`src/rtl/branch_history_table_if.sv`:
```
// branch_history_table_if: IF lookup, ID update and statistics bundle for the branch history table
interface branch_history_table_if #(parameter int CNT_W = 16);
  logic [31:0] lk_pc;
  logic lk_taken;
  logic [31:0] lk_target;
  logic upd_valid;
  logic [31:0] upd_pc;
  logic upd_taken;
  logic [31:0] upd_target;
  logic upd_pred;
  logic mispredict;
  logic [CNT_W-1:0] upd_cnt;
  logic [CNT_W-1:0] miss_cnt;
  modport master (
    output lk_pc, upd_valid, upd_pc, upd_taken, upd_target, upd_pred,
    input lk_taken, lk_target, mispredict, upd_cnt, miss_cnt
  );
  modport slave (
    input lk_pc, upd_valid, upd_pc, upd_taken, upd_target, upd_pred,
    output lk_taken, lk_target, mispredict, upd_cnt, miss_cnt
  );
endinterface

```
`src/rtl/branch_history_table.sv`:
```
// branch_history_table: tagged table of 2-bit saturating counters with stored taken-targets
module branch_history_table #(
  parameter int IDX_W = 6,
  parameter int TAG_W = 8,
  parameter int CNT_W = 16
) (
  input logic clk,
  input logic rst,
  branch_history_table_if.slave b
);
  localparam int DEPTH = 1 << IDX_W;
  logic [DEPTH-1:0] valid;
  logic [TAG_W-1:0] tag [DEPTH];
  logic [1:0] ctr [DEPTH];
  logic [31:0] tgt [DEPTH];
  logic [IDX_W-1:0] li, ui;
  logic [TAG_W-1:0] lt, ut;
  logic hit, uhit, miss;
  assign li = b.lk_pc[IDX_W+1:2];
  assign lt = b.lk_pc[IDX_W+TAG_W+1:IDX_W+2];
  assign ui = b.upd_pc[IDX_W+1:2];
  assign ut = b.upd_pc[IDX_W+TAG_W+1:IDX_W+2];
  assign hit = valid[li] && tag[li] == lt;
  assign uhit = valid[ui] && tag[ui] == ut;
  assign miss = b.upd_pred != b.upd_taken;
  assign b.lk_taken = hit && ctr[li][1];
  assign b.lk_target = b.lk_taken ? tgt[li] : b.lk_pc + 32'd4;
  logic unused_pc_bits;
  assign unused_pc_bits = ^{b.lk_pc[31:IDX_W+TAG_W+2], b.lk_pc[1:0],
                            b.upd_pc[31:IDX_W+TAG_W+2], b.upd_pc[1:0]};
  always_ff @(posedge clk) begin
    if (rst) begin
      valid <= '0;
      for (int i = 0; i < DEPTH; i++) ctr[i] <= 2'b00;
      b.mispredict <= 1'b0;
      b.upd_cnt <= '0;
      b.miss_cnt <= '0;
    end else begin
      b.mispredict <= b.upd_valid && miss;
      if (b.upd_valid) begin
        b.upd_cnt <= b.upd_cnt + 1'b1;
        b.miss_cnt <= b.miss_cnt + CNT_W'(miss);
        if (uhit)
          ctr[ui] <= b.upd_taken ? (ctr[ui] == 2'b11 ? 2'b11 : ctr[ui] + 2'd1)
                                 : (ctr[ui] == 2'b00 ? 2'b00 : ctr[ui] - 2'd1);
        else if (b.upd_taken) begin
          valid[ui] <= 1'b1;
          ctr[ui] <= 2'b01;
        end
      end
    end
  end
  // Tag is rewritten on every taken update; on a hit it is unchanged anyway.
  always_ff @(posedge clk) begin
    if (!rst && b.upd_valid && b.upd_taken) begin
      tag[ui] <= ut;
      tgt[ui] <= b.upd_target;
    end
  end
endmodule

```
`src/flat_wrapper.sv`:
```
// flat-port wrapper written by rule: the top's interface ports become plain ports
module branch_history_table_flat 
#(
  parameter int IDX_W = 6,
  parameter int TAG_W = 8,
  parameter int CNT_W = 16
)
  (clk, rst, b_lk_pc, b_upd_valid, b_upd_pc, b_upd_taken, b_upd_target, b_upd_pred, b_lk_taken, b_lk_target, b_mispredict, b_upd_cnt, b_miss_cnt);
  branch_history_table_if #(.CNT_W(CNT_W)) b_i ();
  input logic clk;
  input logic rst;
  input wire logic [$bits(b_i.lk_pc)-1:0] b_lk_pc;
  input wire logic [$bits(b_i.upd_valid)-1:0] b_upd_valid;
  input wire logic [$bits(b_i.upd_pc)-1:0] b_upd_pc;
  input wire logic [$bits(b_i.upd_taken)-1:0] b_upd_taken;
  input wire logic [$bits(b_i.upd_target)-1:0] b_upd_target;
  input wire logic [$bits(b_i.upd_pred)-1:0] b_upd_pred;
  output wire logic [$bits(b_i.lk_taken)-1:0] b_lk_taken;
  output wire logic [$bits(b_i.lk_target)-1:0] b_lk_target;
  output wire logic [$bits(b_i.mispredict)-1:0] b_mispredict;
  output wire logic [$bits(b_i.upd_cnt)-1:0] b_upd_cnt;
  output wire logic [$bits(b_i.miss_cnt)-1:0] b_miss_cnt;
  assign b_i.lk_pc = b_lk_pc;
  assign b_i.upd_valid = b_upd_valid;
  assign b_i.upd_pc = b_upd_pc;
  assign b_i.upd_taken = b_upd_taken;
  assign b_i.upd_target = b_upd_target;
  assign b_i.upd_pred = b_upd_pred;
  assign b_lk_taken = b_i.lk_taken;
  assign b_lk_target = b_i.lk_target;
  assign b_mispredict = b_i.mispredict;
  assign b_upd_cnt = b_i.upd_cnt;
  assign b_miss_cnt = b_i.miss_cnt;
  branch_history_table #(.IDX_W(IDX_W), .TAG_W(TAG_W), .CNT_W(CNT_W)) u_core (.clk(clk), .rst(rst), .b(b_i));
endmodule
```
`config.mk`:
```
export PLATFORM = sky130hd
export DESIGN_NAME = branch_history_table_flat
export DESIGN_NICKNAME = d
export VERILOG_FILES = /design/src/rtl/branch_history_table_if.sv /design/src/rtl/branch_history_table.sv /design/src/flat_wrapper.sv
export SDC_FILE = /design/constraint.sdc
export NUM_CORES = 2
export LEC_CHECK = 0
export CORE_AREA = 3 3 577 579
export CTS_CLUSTER_SIZE = 16
export DETAILED_ROUTE_END_ITERATION = 8
export DIE_AREA = 0 0 580 582
export GPL_TIMING_DRIVEN = 0
export SYNTH_ARGS = -nofsm -noshare
export SYNTH_HDL_FRONTEND = slang
export SYNTH_SLANG_ARGS = --single-unit
```
`constraint.sdc`:
```
create_clock -name clk -period 9.84 [get_ports clk]
set_clock_uncertainty 0.05 [all_clocks]
set_input_delay 1.968 -clock clk [delete_from_list [all_inputs] [get_ports clk]]
set_output_delay 1.968 -clock clk [all_outputs]
set_load 0.02 [all_outputs]
```
==> metrics <==
post-synthesis average cell area=20.3 um2; Critical Path End Type=output port; number of sinks driven by the clock tree=~2800; clock buffer depth=4; detailed-router iteration count before antenna repair=9; number of synthesized flops with an enable pin=2688; clk slew on worst S/H paths=0.05 ns; CTS Hold Buffers Added=0; number of clock buffers inserted by TritonCTS=between 300 and 400; net count of the mapped netlist=about 5800; critical path's largest stage delay=around 1.3 ns; Chip Height=just under 600 um; peak supply drop=0.000154 V; sequential share of power=0.500; Data arrival, critical path=about 8 ns; critical path peak fanout=10; total congestion overflow=0; H-tree Lvls=5; Die W=580 um; number of warnings printed during yosys synthesis=0; antenna violations before repair=30; number of maximum-capacitance violations=5; chain of cells forming the critical path=clkdlybuf4s50_1 > buf_1 > buf_1 > nand4_1 > o211ai_1 > o211ai_1 > a21o_1 > nor4_4 > buf_6 > buf_6 > buf_6 > mux2i_4 > clkdlybuf4s50_1; RD Place Congestion=about 1; Clock Tree Root=clkbuf_16; fraction of the yosys area taken by sequential cells=0.719; most numerous cell on the critical path=buf_6; predominant post-synthesis flop cell=edfxtp_1; unrepaired setup endpoints after global routing=false; vias post-DR=around 68000; launch instance of the worst register-to-register path=u_core.tag[26][1]; nets=~6400; classification of the worst setup path=in2out; Int Power=20.0 mW; Static Leakage=approximately 42 nW; post-detailed-placement half-perimeter wirelength=298000 um; required time at the worst-slack endpoint=between 7 and 8 ns; Critical Path Source Type=input pin; result of the run=complete, but fails checks; residual antenna-violating net count after detailed routing=0; Period minus WS final=10.00 ns; total setup violations reported at the end of the flow=12; first-pass GRT wire length=573000 um; pin count of the biggest net entering global routing=67; CTS tree=done; number of buffers inserted by port buffering=between 100 and 150; Hold Fails Final Rpt=0; Worst Reg-to-Reg Cells=11; async set or reset register ratio after synthesis=0; cell accounting for the most synthesized area=edfxtp_1; DRC violations left=0; number of global-route vias before repair=~65000; worst slew slack as a fraction of its limit=-0.102; Clock Latency Late Sink=about 0.92 ns; setup ws final=-0.161 ns; unique cell type count in the Yosys netlist=between 80 and 90; sum of negative setup slack=-0.508 ns; worst hold-check path type=reg2reg; post-route clock period utilization=1.02; power per unit of standard cell area=a little under 200 nW/um2; startpoint of the worst hold path=u_core.valid[47]; net switching share of the total power=0.236; launch point of the critical path=b_lk_pc[6]; area of the core=about 330000 um2; I/O pin total=between 150 and 200; Initial Util=0.351; Crit-path slowest cell=buf_1; routed len/inst=slightly below 40 um; Commonest cells post-synth=edfxtp_1 (2688), mux4_2 (852), clkbuf_1 (207), nand3_1 (163), buf_2 (144); vias per cell=between 6 and 7; Util after Layout=0.414; top cells by area in the synthesized netlist=edfxtp_1 (70%), mux4_2 (17%), dfxtp_1 (1.7%); register-to-register setup slack=around 4 ns; violated checks=max-capacitance violations, max-slew violations, negative setup slack; achievable frequency=0.100 GHz; Critical Path Sink=b_lk_target[2]; number of cell rows=210; share of power burned in combinational logic=0.071; synthesis-to-finish area growth=18.1%; post-synth top area share=0.702; number of buffers inserted to repair setup after CTS=0; total count of max-transition violations in the final report=54; cell with the most instances after synthesis=edfxtp_1; Slew @ Worst Pin=roughly 1.7 ns; DRC marker count from the first detailed-route iteration=11918; sum of routed wire length over all layers=about 430000 um; count of mapped cells out of synthesis=between 5000 and 6000; number of placed instances with taps included=10348; area of the die=about 340000 um2; relative contribution of the clock network to total power=0.429; post-synth design cell area=between 100000 and 150000 um2; number of standard cells in the layout, taps in and fillers out=between 10000 and 15000; worst reg2reg endpoint=u_core.ctr[61][0]; global-route total usage across every layer=0.247; switching power summed over all nets=between 6 and 7 mW; flop and latch count out of synthesis=about 2800; proportion of layout cells with a drive suffix above 1=0.295; Power Total=roughly 26 mW
## worst max-delay path: cells and delay by family
kind	cells	cell delay, ns
buf+inv	7	4.27
compound gates	3	0.85
simple gates	2	0.47
mux	1	0.40
## power groups by stage
stage                     combinational (mW)  sequential, mW  clock [mW]
after floorplan                        0.861            13.3           0
after CTS                               1.82            13.1        11.3
final                                   1.86            13.1        11.2
after global placement                  1.74            13.3           0
after global routing                    1.88            13.1        11.8
after detailed placement                1.81            13.3           0
## cell type report
type | count | area (um2)
clock buffers | 370 | 7990
well taps | 4346 | 5440
diodes | 10 | 25.0
flip-flops and latches | 2785 | 82700
fillers | 28430 | 192000
repair buffers | 333 | 4840
clock inverters | 171 | 1740
inverters | 76 | 285
multi-input cells | 2375 | 30500
plain buffers | 430 | 2270
## cell families (layout without fill, tap and decap cells)
| logic type | count (synthesis) | after routing | synth area share |
|---|---|---|---|
| AOI/OAI and AO/OA | 532 | 532 | 0.0344 |
| xor gates and xnor gates | 71 | 71 | 0.00541 |
| adders and majority gates | 6 | 6 | 0.000610 |
| buffers and inverters | 509 | 1380 | 0.0198 |
| DFF | 2785 | 2785 | 0.719 |
| muxes | 1062 | 1062 | 0.188 |
| other | 0 | 10 | 0 |
| and+or+nand+nor | 704 | 704 | 0.0328 |
## registers in the layout, indices dropped and copies added, names as in the netlist
signal               count
u_core.tgt            2048
u_core.ctr             128
u_core.b.upd_cnt        16
u_core.b.miss_cnt       16
u_core.tag             512
u_core.b.mispredict      1
u_core.valid            64
## metrics by stage
stage | instance area, um2 | setup WS [ns] | hold WS, ns
floorplan | 115000 | 2.22 | 0.391
global placement | 122000 | -7.85 | 0.409
detailed placement | 126000 | -2.53 | 0.420
CTS | 136000 | -0.0828 | 0.428
global route | 136000 | 0.0000320 | 0.446
finish | 136000 | -0.161 | 0.432
## cells in the final DEF (no fill, tap or decap), drive strengths merged, types with 62 or more instances in the layout
cell type,netlist,routed
mux4,855,855
nor2,138,138
nor3,77,77
inv,74,82
a221oi,69,69
nand2,118,118
clkbuf,208,579
mux2,90,90
and4,62,62
buf,225,437
nand3,163,163
clkdlybuf4s50,0,102
mux2i,117,117
o32ai,69,69
clkinv,2,137
dfxtp,97,97
edfxtp,2688,2688
o21ai,103,103
## what timing repair did
item / in CTS / in global routing
resized for setup: 136 / 13
gates cloned: 0 / 0
setup endpoints to repair: 33 / 9
## layer usage
metal | vias up | GRT usage | share of wire
met3 | 1058 | 0.0758 | 0.12
met5 | - | 0 | 0.00040
met2 | 4942 | 0.370 | 0.44
met1 | 36146 | 0.331 | 0.38
met4 | 16 | 0.115 | 0.056
li1 | 25373 | - | -
## how the worst min path moves through the flow
stage / cells past startpoint / slack (ns) / end
floorplan: 2 / 0.39 / u_core.valid[0]
global placement: 2 / 0.41 / u_core.valid[61]
detailed placement: 2 / 0.42 / u_core.valid[62]
CTS: 2 / 0.43 / u_core.valid[35]
global route: 2 / 0.45 / u_core.valid[60]
finish: 2 / 0.43 / u_core.valid[47]
No activity file was read; power rests on OpenSTA's default activity.
